<file path="config.mk">
export PLATFORM = sky130hd
export DESIGN_NAME = mux_share_arbiter
export DESIGN_NICKNAME = d
export VERILOG_FILES = /design/src/rtl/mux_share_pkg.sv /design/src/rtl/mux_share_arbiter_mux2_w.sv /design/src/rtl/mux_share_arbiter.sv
export SDC_FILE = /design/constraint.sdc
export NUM_CORES = 1
export LEC_CHECK = 0
export ABC_CLOCK_PERIOD_IN_PS = 2510
export CAP_MARGIN = 20
export CORE_UTILIZATION = 43
export DETAILED_ROUTE_END_ITERATION = 10
export PLACE_DENSITY_LB_ADDON = 0.05
export SYNTH_ARGS = -nofsm -noshare
export SYNTH_HDL_FRONTEND = slang
export SYNTH_HIERARCHICAL = 1
export SYNTH_SLANG_ARGS = --single-unit
export TNS_END_PERCENT = 30
</file>
<file path="constraint.sdc">
create_clock -name clk -period 2.51 [get_ports clk]
set_input_delay 0.753 -clock clk [delete_from_list [all_inputs] [get_ports clk]]
set_output_delay 0.753 -clock clk [all_outputs]
set_load 0.01 [all_outputs]
</file>
<file path="src/rtl/mux_share_pkg.sv">
// Shared encodings for the two-requester mux-share arbiter.
package mux_share_pkg;

  typedef enum logic [1:0] {
    ST_IDLE = 2'd0,
    ST_G0   = 2'd1,
    ST_G1   = 2'd2
  } state_e;

  localparam int STAT_W = 16;

endpackage

</file>
<file path="src/rtl/mux_share_arbiter_mux2_w.sv">
// DATA_W-wide combinational 2:1 mux feeding the arbiter output register.
module mux2_w #(
  parameter int DATA_W = 8
) (
  input  logic [DATA_W-1:0] a,
  input  logic [DATA_W-1:0] b,
  input  logic              sel,
  output logic [DATA_W-1:0] y
);

  assign y = sel ? b : a;

endmodule

</file>
<file path="src/rtl/mux_share_arbiter.sv">
// Round-robin two-requester arbiter with bounded hold driving a shared 2:1 datapath.
// Optional per-requester grant-entry counters under MUX_SHARE_ARBITER_STATS_EN.
module mux_share_arbiter
  import mux_share_pkg::*;
#(
  parameter int DATA_W   = 8,
  parameter int MAX_HOLD = 8
) (
  input  logic              clk,
  input  logic              rst_n,
  input  logic              req0,
  input  logic              req1,
  input  logic [DATA_W-1:0] data0,
  input  logic [DATA_W-1:0] data1,
  output logic              gnt0,
  output logic              gnt1,
  output logic              sel,
  output logic [DATA_W-1:0] data_out,
  output logic              out_valid
`ifdef MUX_SHARE_ARBITER_STATS_EN
  ,
  output logic [STAT_W-1:0] grant_cnt0,
  output logic [STAT_W-1:0] grant_cnt1
`endif
);

  localparam int HOLD_W = (MAX_HOLD > 0) ? $clog2(MAX_HOLD + 1) : 1;
  localparam logic [HOLD_W-1:0] HOLD_SAT  = HOLD_W'(MAX_HOLD);
  localparam logic [HOLD_W-1:0] HOLD_LAST = HOLD_W'((MAX_HOLD > 0) ? MAX_HOLD - 1 : 0);

  state_e              state_q, state_d;
  logic [HOLD_W-1:0]   hold_cnt_q, hold_cnt_d;
  logic                last_q, last_d;
  logic                sel_q, sel_d;
  logic [DATA_W-1:0]   data_out_q, data_out_d;
  logic                out_valid_q, out_valid_d;
  logic [DATA_W-1:0]   mux_y;
  logic                word_ok;
  logic                enter_g0, enter_g1;

  mux2_w #(.DATA_W(DATA_W)) u_mux (
    .a   (data0),
    .b   (data1),
    .sel (sel_q),
    .y   (mux_y)
  );

  // Release takes priority over forced rotation; rotation only when the other side waits.
  always_comb begin
    state_d = state_q;
    case (state_q)
      ST_IDLE: begin
        if (req0 && req1)  state_d = last_q ? ST_G0 : ST_G1;
        else if (req0)     state_d = ST_G0;
        else if (req1)     state_d = ST_G1;
      end
      ST_G0: begin
        if (!req0)         state_d = req1 ? ST_G1 : ST_IDLE;
        else if (req1 && (MAX_HOLD > 0) && (hold_cnt_q == HOLD_LAST))
                           state_d = ST_G1;
      end
      ST_G1: begin
        if (!req1)         state_d = req0 ? ST_G0 : ST_IDLE;
        else if (req0 && (MAX_HOLD > 0) && (hold_cnt_q == HOLD_LAST))
                           state_d = ST_G0;
      end
      default:             state_d = ST_IDLE;
    endcase
  end

  assign enter_g0 = (state_d == ST_G0) && (state_q != ST_G0);
  assign enter_g1 = (state_d == ST_G1) && (state_q != ST_G1);

  always_comb begin
    hold_cnt_d = hold_cnt_q;
    last_d     = last_q;
    sel_d      = sel_q;
    if (state_d == ST_IDLE || state_d != state_q)
      hold_cnt_d = '0;
    else if (hold_cnt_q != HOLD_SAT)
      hold_cnt_d = hold_cnt_q + HOLD_W'(1);
    if (enter_g0) last_d = 1'b0;
    if (enter_g1) last_d = 1'b1;
    // In IDLE the select keeps pointing at the previous owner.
    if (state_d == ST_G0) sel_d = 1'b0;
    if (state_d == ST_G1) sel_d = 1'b1;
  end

  assign word_ok = ((state_q == ST_G0) && req0) || ((state_q == ST_G1) && req1);

  always_comb begin
    data_out_d  = data_out_q;
    out_valid_d = 1'b0;
    if (word_ok) begin
      data_out_d  = mux_y;
      out_valid_d = 1'b1;
    end
  end

  always_ff @(posedge clk) begin
    if (!rst_n) begin
      state_q     <= ST_IDLE;
      hold_cnt_q  <= '0;
      last_q      <= 1'b1;
      sel_q       <= 1'b0;
      data_out_q  <= '0;
      out_valid_q <= 1'b0;
    end else begin
      state_q     <= state_d;
      hold_cnt_q  <= hold_cnt_d;
      last_q      <= last_d;
      sel_q       <= sel_d;
      data_out_q  <= data_out_d;
      out_valid_q <= out_valid_d;
    end
  end

  assign gnt0      = (state_q == ST_G0);
  assign gnt1      = (state_q == ST_G1);
  assign sel       = sel_q;
  assign data_out  = data_out_q;
  assign out_valid = out_valid_q;

`ifdef MUX_SHARE_ARBITER_STATS_EN
  logic [STAT_W-1:0] grant_cnt0_q, grant_cnt0_d;
  logic [STAT_W-1:0] grant_cnt1_q, grant_cnt1_d;

  // Entry counters saturate; a forced rotation is an entry for the new owner.
  always_comb begin
    grant_cnt0_d = grant_cnt0_q;
    grant_cnt1_d = grant_cnt1_q;
    if (enter_g0 && grant_cnt0_q != '1) grant_cnt0_d = grant_cnt0_q + STAT_W'(1);
    if (enter_g1 && grant_cnt1_q != '1) grant_cnt1_d = grant_cnt1_q + STAT_W'(1);
  end

  always_ff @(posedge clk) begin
    if (!rst_n) begin
      grant_cnt0_q <= '0;
      grant_cnt1_q <= '0;
    end else begin
      grant_cnt0_q <= grant_cnt0_d;
      grant_cnt1_q <= grant_cnt1_d;
    end
  end

  assign grant_cnt0 = grant_cnt0_q;
  assign grant_cnt1 = grant_cnt1_q;
`endif

endmodule

</file>
==> run_results.csv, run 1 <==
group,metric,value,unit
outcome,status,"completed",
timing,tightestPinTransition,0.402,ns
clock_tree,clkSinkCount,17,
global_route,grtUsageTotal,20.6,%
detailed_routing,wl,2.42,mm
finish,layout_common_cells,"31 x clkdlybuf4s50_1, 17 x dfxtp_1, 14 x a21oi_1",
die,start_util,47.0,%
finish,multi_input_area,658,sq um
synth,netlist-cell-type-count,32,
clock_tree,cts_resized,0,
clock_tree,h-tree-depth,1,
clock_tree,clkSlewWorstSetupHoldPaths,0.10,ns
critical_path,path_delay_family,"flip-flops",
global_route,grt_pass1_vias,904,
critical_path,critical_path_required,1.76,ns
timing,grt_setup_unrepaired,"no",
global_route,grt_first_pass_wirelength,4.09,mm
synth,yosys_warnings,6,
hold_path,hold_path.class,"register to register",
die,die_w,52.1,microns
finish,diodes,0,
timing,slew_headroom,73.2,%
finish,final_common_cell,"clkdlybuf4s50_1",
die,rows,17,
finish,finalNetCount,171,
die,dieArea,0.00272,sq mm
critical_path,cp_slowest_cell,"dfxtp_1",
timing,hold_viol_final,0,
detailed_routing,route.detailed.drc,0,
detailed_routing,wl_per_cell,14.0,microns
synth,avgSynthCellArea,9.82,sq um
clock_tree,ctsHoldBuffers,0,
place,portBuffers,31,
finish,final_core_util,63.2,%
die,io_pins,32,
synth,synth.yosys.seq_area_share,31.5,%
finish,fillCellCount,212,
power,p_per_area,428,mW/mm^2
finish,drive_gt1_share,17.9,%
critical_path,path_cells,"nor2b_1 -> clkdlybuf4s50_1",
hold_path,worstHoldStart,"data_out[4]",
critical_path,cp_max_fo,12,
timing,final.setup.tns,0,ns
synth,syn_nets,135,
detailed_routing,vias,930,
critical_path,crit_buf_inv,1,
clock_tree,cts_tree,"yes",
clock_tree,clockRootBuffer,"clkbuf_4",
global_route,antenna_found_initial,0,
timing,slew_viol_final,0,
critical_path,startpoint_type,"register",
timing,fin_crit,2.37,ns
place,routabilityCongestion,0.769,
synth,netlist_instances,110,
synth,synth_area,0.00108,sq mm
power,leakagePower,0.598,nW
critical_path,crit_path_start,"state_q[0]",
power,ir_drop,327,uV
detailed_routing,ant_nets,0,
critical_path,worst_ep_arrival_time,1.62,ns
timing,setup_slack,0.138,ns
clock_tree,clk_path_buf_depth,2,
place,dp_hpwl,1.82,mm
critical_path,worstReg2RegStart,"hold_cnt_q[0]",
die,core_area,0.00230,sq mm
critical_path,cpPeakStageDelay,0.57,ns
clock_tree,post_cts_buffers,0,
detailed_routing,firstDrtPassIters,4,
place,pre_cts_slack,-0.148,ns
timing,skew,0.00112,ns
detailed_routing,detail_route.vias_per_cell,5.38,
finish,syn2layout_area_growth,34.5,%
synth,ys_ff_latch,17,
die,die_h,52.1,microns
timing,fin_crit_sh,94.5,%
run,drv_cap,0,
critical_path,critical_path_class,"register to output port",
critical_path,endpoint_kind,"output port",
timing,fmax,422,MHz
global_route,grt_max_degree,13,
clock_tree,clkLatencyLatePin,0.29,ns
clock_tree,cts_buffers,3,
timing,setup_violations,0,
finish,seq_area,340,sq um
detailed_routing,drt_iter0_drc,10,
global_route,overflow,0,
## per-layer routing
| layer | GRT usage (%) | vias up | wire length [microns] |
|---|---|---|---|
| met4 | 4.05 | 0 | 9 |
| met5 | 0 | - | 0 |
| met3 | 6.14 | 2 | 129 |
| met2 | 36.5 | 25 | 1180 |
| met1 | 24.2 | 438 | 1100 |
| li1 | - | 465 | - |
## logic make-up (layout without fill, tap and decap cells)
family	Yosys count	count (layout)	synth area share, %
DFF	17	17	31.5
and+or+nand+nor	28	28	18.5
muxes	12	12	15.8
xor gates and xnor gates	3	3	2.43
buffers and inverters	14	49	7.53
AOI/OAI and AO/OA	31	31	18.4
adders and majority gates	5	5	5.79
## Yosys cell counts
library cell | number | share of area (%)
a211oi_1 | 2 | 1.4
a21o_1 | 2 | 1.4
a21oi_1 | 14 | 6.5
a22oi_1 | 1 | 0.70
a22oi_2 | 1 | 1.2
and3b_1 | 2 | 1.6
buf_2 | 2 | 0.93
buf_4 | 3 | 2.1
buf_6 | 2 | 2.1
clkbuf_1 | 1 | 0.35
dfxtp_1 | 17 | 32
ha_1 | 5 | 5.8
inv_1 | 6 | 2.1
mux2_4 | 10 | 14
mux2i_1 | 2 | 1.9
nand2_1 | 2 | 0.70
nand3_1 | 10 | 4.6
nand3_2 | 1 | 0.93
nand3b_1 | 4 | 2.8
nand3b_4 | 1 | 1.9
nand4bb_1 | 1 | 1.0
nor2_1 | 1 | 0.35
nor2b_1 | 2 | 1.2
nor3b_1 | 1 | 0.70
nor4b_1 | 1 | 0.81
o2111ai_4 | 1 | 2.4
o211ai_1 | 1 | 0.70
o21ai_0 | 9 | 4.2
or2b_1 | 1 | 0.70
or4b_4 | 1 | 1.3
xnor2_1 | 2 | 1.6
xor2_1 | 1 | 0.81
## through the flow
step	power, mW	std cells	hold slack, ns	cell area [sq um]
CTS	0.633	173	0.474	1450
global placement	0.474	169	0.451	1430
floorplan	0.403	110	0.488	1080
finish	0.621	173	0.471	1450
detailed placement	0.479	169	0.459	1430
global route	0.660	173	0.498	1450
## where the power goes
group          leakage, nW  total [mW]  switching, mW  internal [mW]
clock network       0.0150       0.149         0.0875         0.0618
registers            0.139       0.297         0.0128          0.284
logic                0.445       0.175         0.0695          0.105
total                0.598       0.621          0.170          0.452
## sequential cells by signal, summed over array words and instances (netlist names)
name / flops
data_out: 8
hold_cnt_q: 4
last_q: 1
out_valid: 1
sel: 1
state_q: 2
## path summary, 6_finish.rpt
| kind | end | slack, ns | cells past startpoint |
|---|---|---|---|
| worst max-delay path | gnt0 | 0.14 | 2 |
| worst min-delay path | data_out[4] | 0.47 | 2 |
| worst max register to register | hold_cnt_q[2] | 0.24 | 8 |
| worst min register to register | data_out[4] | 0.47 | 2 |
## worst register-to-register path: stages (launching register included)
cell	delay [ns]
dfxtp_1	0.40
ha_1	0.26
nand3b_4	0.13
mux2_4	0.33
a21o_1	0.20
ha_1	0.23
nor4b_1	0.34
a22oi_2	0.13
a22oi_1	0.18
## layout make-up
class,instances,share of cell area [%]
clock buffers,4,1.81
inverters,6,1.55
multi-input cells,79,45.3
flip-flops and latches,17,23.4
well taps,28,2.41
repair buffers,39,25.5
No activity file was read; power rests on OpenSTA's default activity.
==> run 2, diff against run 1 <==
--- a/config.mk
+++ b/config.mk
@@ -5,7 +5,6 @@
 export SDC_FILE = /design/constraint.sdc
 export NUM_CORES = 1
 export LEC_CHECK = 0
-export ABC_CLOCK_PERIOD_IN_PS = 2510
 export CAP_MARGIN = 20
 export CORE_UTILIZATION = 43
 export DETAILED_ROUTE_END_ITERATION = 10
==> results of run 2 <==
The final DEF is identical to that of run 1; final timing and power are the same.
==> run 3, diff against run 2 <==
--- a/config.mk
+++ b/config.mk
@@ -5,7 +5,7 @@
 export SDC_FILE = /design/constraint.sdc
 export NUM_CORES = 1
 export LEC_CHECK = 0
-export CAP_MARGIN = 20
+export CAP_MARGIN = 10
 export CORE_UTILIZATION = 43
 export DETAILED_ROUTE_END_ITERATION = 10
 export PLACE_DENSITY_LB_ADDON = 0.05
==> results of run 3 <==
The final DEF is identical to that of run 1; final timing and power are the same.
==> RTL change: new RTL, settings of run 1 <==
Re-encode `state_e` (3 states) as one-hot, 3 bits wide.
--- a/src/rtl/mux_share_pkg.sv
+++ b/src/rtl/mux_share_pkg.sv
@@ -1,10 +1,10 @@
 // Shared encodings for the two-requester mux-share arbiter.
 package mux_share_pkg;
 
-  typedef enum logic [1:0] {
-    ST_IDLE = 2'd0,
-    ST_G0   = 2'd1,
-    ST_G1   = 2'd2
+  typedef enum logic [2:0] {
+    ST_IDLE = 3'b001,
+    ST_G0   = 3'b010,
+    ST_G1   = 3'b100
   } state_e;
 
   localparam int STAT_W = 16;
Formal check against the unedited RTL: no difference found for any inputs over 10 cycles, from zero or initial values and one cycle with rst_n low; not proved beyond that.
==> RTL change against run 1 <==
Setup slack better by 0.011 ns. Area after synthesis is 5.3% lower. Wire length fell by 20%. Sequential cell count grew 1. Largest power group unchanged. Non-clock buffer count shrank 4. Total power up 5.3%. Critical path type unchanged. Design area decreased by 4.4%. Maximum frequency grew 0.47%.
==> RTL change: results (changes against run 1) <==
metric	value	unit	change
vias in the first global route	789		was 904
top cells by area, synth	dfxtp_1, mux2_4, mux2i_1, nor2b_1, buf_6		was dfxtp_1, mux2_4, a21oi_1, ha_1, nand3_1
Setup Skew	0.00304	ns	was 0.00112 ns
slowest cell on the critical path	clkdlybuf4s50_1		was dfxtp_1
post-synthesis sequential area ratio	0.353		was 0.315
cell family with most CP delay	buffers and inverters		was flip-flops
Largest stage delay, worst path	0.59	ns	was 0.57 ns
Hold WS	0.524	ns	was 0.471 ns
final wirelength	1930	um	was 2420 um
Synthesized Nets	119		was 135
pin count of the biggest net entering global routing	15		was 13
Filler Cells Inserted	213		was 212
share of cell area taken by multi-input logic gates	0.434		was 0.453
worst vdd ir	0.000282	V	was 0.000327 V
non-clk buf share	0.245		was 0.255
crit-path max FO	8		was 12
Syn Inst Count	97		was 110
hold path start	last_q		was data_out[4]
placed cell count	154		was 169
first-pass GRT wire length	3240	um	was 4090 um
Final Cycle Share	0.941		was 0.945
fin area	1390	um2	was 1450 um2
met3 Usage GRT	0.0333		was 0.0614
inverters	3		was 6
pre-CTS setup slack	0.195	ns	was -0.148 ns
most instantiated cells after synthesis	dfxtp_1, mux2i_1, nor2b_1		was dfxtp_1, a21oi_1, mux2_4, nand3_1, o21ai_0
routed vias/inst	5.16		was 5.38
P_comb	159	uW	was 175 uW
buffers outside the clock class	35		was 39
Die Wd	50.8	um	was 52.1 um
R2R cell count	5		was 8
layout cells sized above 1	0.185		was 0.179
initial drt markers	15		was 10
worst r2r dst	sel		was hold_cnt_q[2]
r2r setup slk	0.85	ns	was 0.24 ns
Leak	0.583	nW	was 0.598 nW
Internal	494	uW	was 452 uW
Post-Layout Cell Count	158		was 173
sequential cell area share	0.261		was 0.234
DP Wirelength	1440	um	was 1820 um
start point of the critical path	state_q[1]		was state_q[0]
outcome	completed		unchanged
Multi-input comb cells	70		was 79
## RTL change: changes by cell type in the layout (fill, tap and decap cells not counted), sizes merged, moves of 3 or more
cell    before  now
nor2b        2    9
ha           5    2
nand3b       5    2
nor2         1    7
nand3       11    2
a21oi       14    2
buf          8    4
mux2i        2    9
o21ai        9    0
inv          6    3
nand2b       0    4
o221ai       0    3
## RTL change: logic make-up (layout without fill, tap and decap cells)
logic type	Yosys count	count (layout)	synth area share
AO/OA/AOI/OAI	11	11	0.0930
flip-flops	18	18	0.353
buffers and inverters	9	42	0.0636
adder cells (fa/ha/maj)	2	2	0.0245
multiplexers	17	17	0.206
XOR/XNOR	3	3	0.0257
AND/OR/NAND/NOR	37	37	0.235
## RTL change: timing repair
item | in CTS | in global routing
endpoints found under the setup margin | 0 | 2
setup buffers | 0 | 0
resized for setup | 0 | 3
## RTL change: layer usage
layer / up-vias / wire length [um]
met4: 0 / 12
met2: 26 / 925
met5: - / 0
li1: 409 / -
met3: 2 / 117
met1: 379 / 879
